$ cat config.mk
export PLATFORM = sky130hd
export DESIGN_NAME = adc_spi_sampler
export DESIGN_NICKNAME = d
export VERILOG_FILES = /design/src/rtl/adc_pkg.sv /design/src/rtl/sclk_gen.sv /design/src/rtl/adc_spi_sampler.sv
export SDC_FILE = /design/constraint.sdc
export NUM_CORES = 1
export LEC_CHECK = 0
export CAP_MARGIN = 30
export CORE_MARGIN = 2
export CORE_UTILIZATION = 55
export DETAILED_ROUTE_END_ITERATION = 12
export PLACE_DENSITY_LB_ADDON = 0.05
export SLEW_MARGIN = 25
export SYNTH_ARGS = -nofsm -noshare
export SYNTH_HDL_FRONTEND = slang
export SYNTH_SLANG_ARGS = --single-unit
$ cat constraint.sdc
create_clock -name clk_in -period 3.8 [get_ports clk_in]
set_input_delay 0.57 -clock clk_in [delete_from_list [all_inputs] [get_ports clk_in]]
set_output_delay 0.57 -clock clk_in [all_outputs]
set_load 0.02 [all_outputs]
$ cat src/rtl/adc_pkg.sv
// Shared types and frame geometry for the ADC SPI sampler.
package adc_pkg;

    typedef enum logic [2:0] {
        StIdle,
        StCsSetup,
        StShift,
        StHold,
        StWr,
        StStart
    } state_t;

    localparam int unsigned ADC_BITS   = 12;
    localparam int unsigned FRAME_BITS = 16;
    localparam int unsigned DATA_START = 4;

    // Control bit driven in frame slot k; the channel address occupies slots 2..4, MSB first.
    function automatic logic frame_din(input logic [2:0] channel, input logic [4:0] k);
        logic bit_val;
        bit_val = 1'b0;
        case (k)
            5'd2:    bit_val = channel[2];
            5'd3:    bit_val = channel[1];
            5'd4:    bit_val = channel[0];
            default: bit_val = 1'b0;
        endcase
        return bit_val;
    endfunction

endpackage

$ cat src/rtl/sclk_gen.sv
// SCLK half-period timer: flags the clock edges at which SCLK should rise or fall.
module sclk_gen #(
    parameter int unsigned CLK_DIV = 4
) (
    input  logic clk_in,
    input  logic rst_in,
    input  logic run_in,
    output logic rise_out,
    output logic fall_out
);

    localparam int unsigned CW = $clog2(CLK_DIV);

    logic [CW-1:0] cnt_q;
    logic          high_q;
    logic          half_done;

    assign half_done = run_in && (cnt_q == CW'(CLK_DIV - 1));
    assign rise_out  = half_done && !high_q;
    assign fall_out  = half_done && high_q;

    // Phase restarts high whenever the timer is idle, so every frame opens with a fall.
    always_ff @(posedge clk_in or negedge rst_in) begin
        if (!rst_in) begin
            cnt_q  <= '0;
            high_q <= 1'b1;
        end else if (!run_in) begin
            cnt_q  <= '0;
            high_q <= 1'b1;
        end else if (half_done) begin
            cnt_q  <= '0;
            high_q <= !high_q;
        end else begin
            cnt_q <= cnt_q + 1'b1;
        end
    end

endmodule

$ cat src/rtl/adc_spi_sampler.sv
// Periodic SPI ADC reader: one 16-bit frame per sample tick, then a write/start handshake
// to the downstream filter.
module adc_spi_sampler
    import adc_pkg::*;
#(
    parameter int unsigned CLK_DIV       = 4,
    parameter int unsigned SAMPLE_PERIOD = 1250,
    parameter logic [2:0]  CHANNEL       = 3'd0
) (
    input  logic                clk_in,
    input  logic                rst_in,
    input  logic                en_in,
    input  logic                busy_in,
    input  logic                adc_dout_in,
    output logic                adc_cs_n_out,
    output logic                adc_sclk_out,
    output logic                adc_din_out,
    output logic [ADC_BITS-1:0] x_out,
    output logic                wr_out,
    output logic                start_out,
    output logic                overrun_out
);

    localparam int unsigned PW = $clog2(SAMPLE_PERIOD);

    logic [PW-1:0]       per_cnt_q;
    logic                tick;
    state_t              state_q;
    logic [4:0]          bit_cnt_q;
    logic [ADC_BITS-1:0] sr_q;
    logic                run;
    logic                sclk_rise;
    logic                sclk_fall;

    assign tick = en_in && (per_cnt_q == PW'(SAMPLE_PERIOD - 1));
    assign run  = (state_q == StCsSetup) || (state_q == StShift) || (state_q == StHold);

    always_ff @(posedge clk_in or negedge rst_in) begin
        if (!rst_in) begin
            per_cnt_q <= '0;
        end else if (!en_in || tick) begin
            per_cnt_q <= '0;
        end else begin
            per_cnt_q <= per_cnt_q + 1'b1;
        end
    end

    sclk_gen #(
        .CLK_DIV(CLK_DIV)
    ) u_sclk_gen (
        .clk_in  (clk_in),
        .rst_in  (rst_in),
        .run_in  (run),
        .rise_out(sclk_rise),
        .fall_out(sclk_fall)
    );

    always_ff @(posedge clk_in or negedge rst_in) begin
        if (!rst_in) begin
            state_q      <= StIdle;
            bit_cnt_q    <= '0;
            sr_q         <= '0;
            adc_cs_n_out <= 1'b1;
            adc_sclk_out <= 1'b1;
            adc_din_out  <= 1'b0;
            x_out        <= '0;
            wr_out       <= 1'b0;
            start_out    <= 1'b0;
            overrun_out  <= 1'b0;
        end else begin
            wr_out    <= 1'b0;
            start_out <= 1'b0;
            if (tick && (state_q != StIdle)) begin
                overrun_out <= 1'b1;
            end
            unique case (state_q)
                StIdle: begin
                    if (tick) begin
                        state_q      <= StCsSetup;
                        adc_cs_n_out <= 1'b0;
                    end
                end
                StCsSetup: begin
                    if (sclk_fall) begin
                        state_q      <= StShift;
                        adc_sclk_out <= 1'b0;
                        adc_din_out  <= frame_din(CHANNEL, 5'd0);
                        bit_cnt_q    <= '0;
                    end
                end
                StShift: begin
                    // bit_cnt_q counts completed rises, so it also names the next slot to drive.
                    if (sclk_rise) begin
                        adc_sclk_out <= 1'b1;
                        bit_cnt_q    <= bit_cnt_q + 1'b1;
                        if (bit_cnt_q >= 5'(DATA_START)) begin
                            sr_q <= {sr_q[ADC_BITS-2:0], adc_dout_in};
                        end
                    end else if (sclk_fall) begin
                        if (bit_cnt_q == 5'(FRAME_BITS)) begin
                            state_q <= StHold;
                        end else begin
                            adc_sclk_out <= 1'b0;
                            adc_din_out  <= frame_din(CHANNEL, bit_cnt_q);
                        end
                    end
                end
                StHold: begin
                    if (sclk_rise) begin
                        state_q      <= StWr;
                        adc_cs_n_out <= 1'b1;
                        if (busy_in) begin
                            overrun_out <= 1'b1;
                        end else begin
                            x_out  <= sr_q;
                            wr_out <= 1'b1;
                        end
                    end
                end
                StWr: begin
                    state_q   <= wr_out ? StStart : StIdle;
                    start_out <= wr_out;
                end
                StStart: begin
                    state_q <= StIdle;
                end
                default: begin
                    state_q <= StIdle;
                end
            endcase
        end
    end

endmodule

# == Yosys cells after proc, flatten, opt, wreduce, memory -nomap -nowiden ==
# Cells that the tools add are included.
# op_classes
add_sub_neg,3
n_eq_ne,18
n_mux,34
reduce_logical,21
bitwise,1
magnitude_cmp,1
# ops
op,n
$mux W3,7
$mux W1,17
$ne A2 B2 Y1 const B,8
$pmux W3 S5,1
$reduce_and A3 Y1,4
$add A11 B1 Y11 const B,1
$eq A11 B11 Y1 const B,1
$mux W11,1
$mux W5,2
$pmux W5 S2,1
$eq A3 B2 Y1 const B,2
$ne A3 B3 Y1 const B,2
$pmux W1 S2,3
$reduce_and A6 Y1,1
$add A5 B1 Y5 const B,1
$eq A5 B5 Y1 const B,1
$ge A5 B3 Y1 const B,1
$logic_and A1 B1 Y1,5
$reduce_and A5 Y1,1
$mux W2,2
$reduce_and A4 Y1,1
$reduce_bool A2 Y1,2
$eq A3 B1 Y1 const B,1
$eq A3 B3 Y1 const B,1
other kinds (8),11
# word_totals
reg_bits,52
out_inout_bits,18
inputBits,5

# == Depth between registers and ports, before layout ==
# depth
word_depth,8
depth_mapped,7

# == Hierarchy ==
# A second synthesis with hierarchy kept.
# unflattened
cells_unflattened,192
hier_area_um2,2285.9
# modules_own_cells
module,cells_each,seq_area_each_um2,area_each_um2,instances
adc_spi_sampler,181,1203.7,2152.1,1
sclk_gen,11,76.3,133.9,1

# == Worst setup path after synthesis ==
# No wires, ideal clock.
# synth_timing
path_kind,register to register
from,register u_sclk_gen.cnt_q[0]
to,register x_out[10]
t_arrival_ns,1.753
stages_incl_launch_ff,8
synth_period_minus_slack_ns,1.878
slack_ns,1.922
path_cell_list,dfrtp_1 ha_1 buf_6 nand2_2 or4b_4 nor2_4 buf_12 mux2_4
# synth_between
elab_chain_cells,4
# synth_lines
element,line_no,rtl
from (decl),sclk_gen.sv:14,logic [CW-1:0] cnt_q;
from (signal assigned),sclk_gen.sv:34,cnt_q <= cnt_q + 1'b1;
$eq A2 B2 Y1,sclk_gen.sv:18,assign half_done = run_in && (cnt_q == CW'(CLK_DIV - 1));
$logic_and A1 B1 Y1,sclk_gen.sv:18,
$logic_and A1 B1 Y1,sclk_gen.sv:19,assign rise_out = half_done && !high_q;
$reduce_and A3 Y1 (no line),--,
to (signal assigned),adc_spi_sampler.sv:115,x_out <= sr_q;
to (decl),adc_spi_sampler.sv:18,"output logic [ADC_BITS-1:0] x_out,"
# No other way between the ends.
# A chain may end at the register's enable or synchronous reset.

# == Final worst setup path ==
# layout_timing
from,register u_sclk_gen.cnt_q[0]
to,register x_out[11]
# The elaborated chain is that of the path after synthesis.

==> reports/metrics.csv <==
metric,value,unit
internal power,0.000749,W
met1 usage,24.3,%
starting density of the core,57.6,%
initial antenna violation count,0,
Worst EP required,3.99,ns
GRT Total Usage,19.6,%
worst reg2reg path depth,5,
Synth Warn #,0,
CTS Buf Count,5,
DIE WIDTH,69.0,um
Post-synth ARST share,100,%
final setup vio count,0,
drt via density,5.63,
Sw Share,20.3,%
io pins,23,
Die Ht,69.0,um
final hold slack,0.271,ns
"Top FF cell, synth",dfrtp_1,
Final Slew Violations,0,
Crit. End Element,flop,
CTS clock-pin slew for the worst setup and hold paths,0.09,ns
crit-path max cell delay,0.53,ns
max_slew headroom,58.4,%
first-pass GRT wire length,6780,um
Clock Skew,0.00892,ns
LEAKAGE,1.20,nW
Post-synth EDFFs,0,
setup repair after global routing missed its margin,no,
CP max FO,13,
crit start category,flop,
Finished Core Util,65.4,%
minimum clock period,2.29,ns
Crit path arrival time,2.48,ns
WL/cell,15.8,um
"FF+latch count, synth",51,
Ant. Diodes,0,
Iter 0 DRT Violations,80,
Die ar.,0.00476,sq mm
Root Buffer,clkbuf_8,
share of cells above drive strength 1,18.6,%
"Largest delay share family, worst path",simple AND/OR/NAND/NOR gates,
logic gate share of total power,2.4,%
setup bufs post-CTS,0,
pwr dens,357,mW/mm^2
setup TNS,0,ns
RR Startpoint,u_sclk_gen.cnt_q[0]$_DFF_PN0_,
clock buffer depth,2,
Worst Setup SP,u_sclk_gen.cnt_q[0]$_DFF_PN0_,
maximum vdd drop,307,uV
worst path buffer plus inverter count,0,
GR peak layer,met2,
Worst-Margin Slew,0.624,ns
syn_nets,199,
Worst Hold Class,in -> async,
met3 global-route usage,4.71,%
dpl cell area,0.00253,sq mm
total grt overflow,0,
Psw,0.000191,W
Critical-path top delay cell,or4b_4,
hold_buf cts,0,
buffers added on ports,21,
max_cap viols,0,
Clock Latency Late Sink,0.30,ns
Post-Synthesis Cells,189,
status,"complete, no violations",
final worst-path cycle share,60.2,%
post-synthesis sequential area ratio,55.1,%
Final nets,219,
"Avg Cell Area, Syn",12.3,sq um
count of cell types in the netlist,43,
critical-path cell list,ha_1 -> nand2_2 -> or4b_4 -> nor2_4 -> mux2_2,
CTS HTree Levels,2,
clock group share of total power,39.3,%
vias,1464,
ANT nets after route,0,
Post-Syn Area,0.00232,sq mm
Power Total,0.000940,W
GRT met2 Usage,32.2,%
vias in the first global route,1463,
std cell rows,23,
core area,0.00403,sq mm
GP Congestion,0.737,
Crit path depth,5,
Crit Reg-Reg Endpoint,x_out[11]$_DFFE_PN0P_,
Fin. Hold Viols,0,
DRC viols,0,
f_max,0.437,GHz
total wire length,4100,um
largest net degree at the start of global routing,52,
Final Cell Area,0.00264,sq mm
DR pass1 iterations,4,
clk sink count,51,
post_cts resized,0,
Reg power frac,58.3,%
crit path kind,reg -> reg,
synth-to-layout area growth,13.5,%
CTS tree,done,
detailed placement HPWL,2810,um
internal reg-to-reg setup slack,1.51,ns
flip-flops by register name, indices dropped and copies added, names as in the netlist:
signal             flops
wr_out                 1
bit_cnt_q              5
per_cnt_q             11
sr_q                  12
overrun_out            1
start_out              1
x_out                 12
state_q                3
u_sclk_gen.cnt_q       2
u_sclk_gen.high_q      1
adc_sclk_out           1
adc_cs_n_out           1
layout make-up:
type                            instances  area (sq um)
Fill cell                             329          1390
Sequential cell                        51          1280
Multi-Input combinational cell        126           963
Timing Repair Buffer                   21           208
Clock buffer                            7          76.3
Tap cell                               50          62.6
Clock inverter                          1          30.0
Inverter                                4          15.0
routing by layer:
metal	wire (um)	part of all wire, %
met2	2060	50
met3	120	2.9
met4	75	1.8
met1	1850	45
met5	0	0
cells in the final DEF, fill, tap and decap left out, types with 4 or more instances in the layout:
cell | netlist | final
dfrtp_1 | 48 | 48
clkdlybuf4s50_1 | 0 | 20
nand2_1 | 12 | 12
nand3_1 | 8 | 8
clkbuf_8 | 0 | 5
a21oi_1 | 6 | 6
o21ai_0 | 5 | 5
nand4_1 | 5 | 5
xor2_1 | 9 | 9
nor2_1 | 16 | 16
ha_1 | 5 | 5
mux2_2 | 15 | 15
mux2_4 | 9 | 9
inv_1 | 4 | 4
worst reg2reg max path: cells and delay by family (launching register included):
kind	cells	cell delay (ns)
adder cells (fa/ha/maj)	1	0.34
flip-flops	1	0.37
AND/OR/NAND/NOR	3	1.07
multiplexers	1	0.40
power by group through the flow:
stage	Combinational (W)	Sequential [W]	Clock (W)
after floorplan	0.00000776	0.000558	0
after global placement	0.0000226	0.000559	0
after detailed placement	0.0000236	0.000559	0
after CTS	0.0000236	0.000548	0.000375
after global routing	0.0000268	0.000549	0.000401
final	0.0000227	0.000548	0.000369
cell families after synthesis:
logic type      Yosys count  share of synthesized area [%]
fa+ha+maj                 5                           2.70
simple gates             68                           16.9
mux                      24                           13.1
other cells               1                          0.162
xor+xnor                 12                           4.53
flops                    51                           55.1
compound gates           16                           4.10
buf+inv                  12                           3.34
cell usage after synthesis (all sizes together) (3+ instances only):
cell    instances  area (sq um)
nor3b           3          27.5
ha              5          62.6
nand4           5          31.3
buf             5          51.3
inv             4          15.0
dfstp           3          78.8
mux2           24           304
xnor2           3          26.3
clkbuf          3          11.3
nand3           8          40.0
xor2            9          78.8
o21ai           5          25.0
dfrtp          48          1200
nand2          13          51.3
nor2           18          77.6
nor3            3          15.0
a21oi           6          30.0
metrics by stage:
| step | setup WS (ns) | instances |
|---|---|---|
| final | 1.51 | 260 |
| after global routing | 1.36 | 260 |
| after CTS | 1.52 | 260 |
| after global placement | 1.58 | 252 |
| after detailed placement | 1.54 | 252 |
| after floorplan | 1.92 | 189 |
worst max-delay path by stage:
stage	end	slack (ns)
after floorplan	x_out[10]$_DFFE_PN0P_	1.92
after global placement	x_out[11]$_DFFE_PN0P_	1.58
after detailed placement	x_out[11]$_DFFE_PN0P_	1.54
after CTS	x_out[11]$_DFFE_PN0P_	1.52
after global routing	sr_q[0]$_DFFE_PN0P_	1.36
final	x_out[11]$_DFFE_PN0P_	1.51
(Power assumes the default switching activity.)
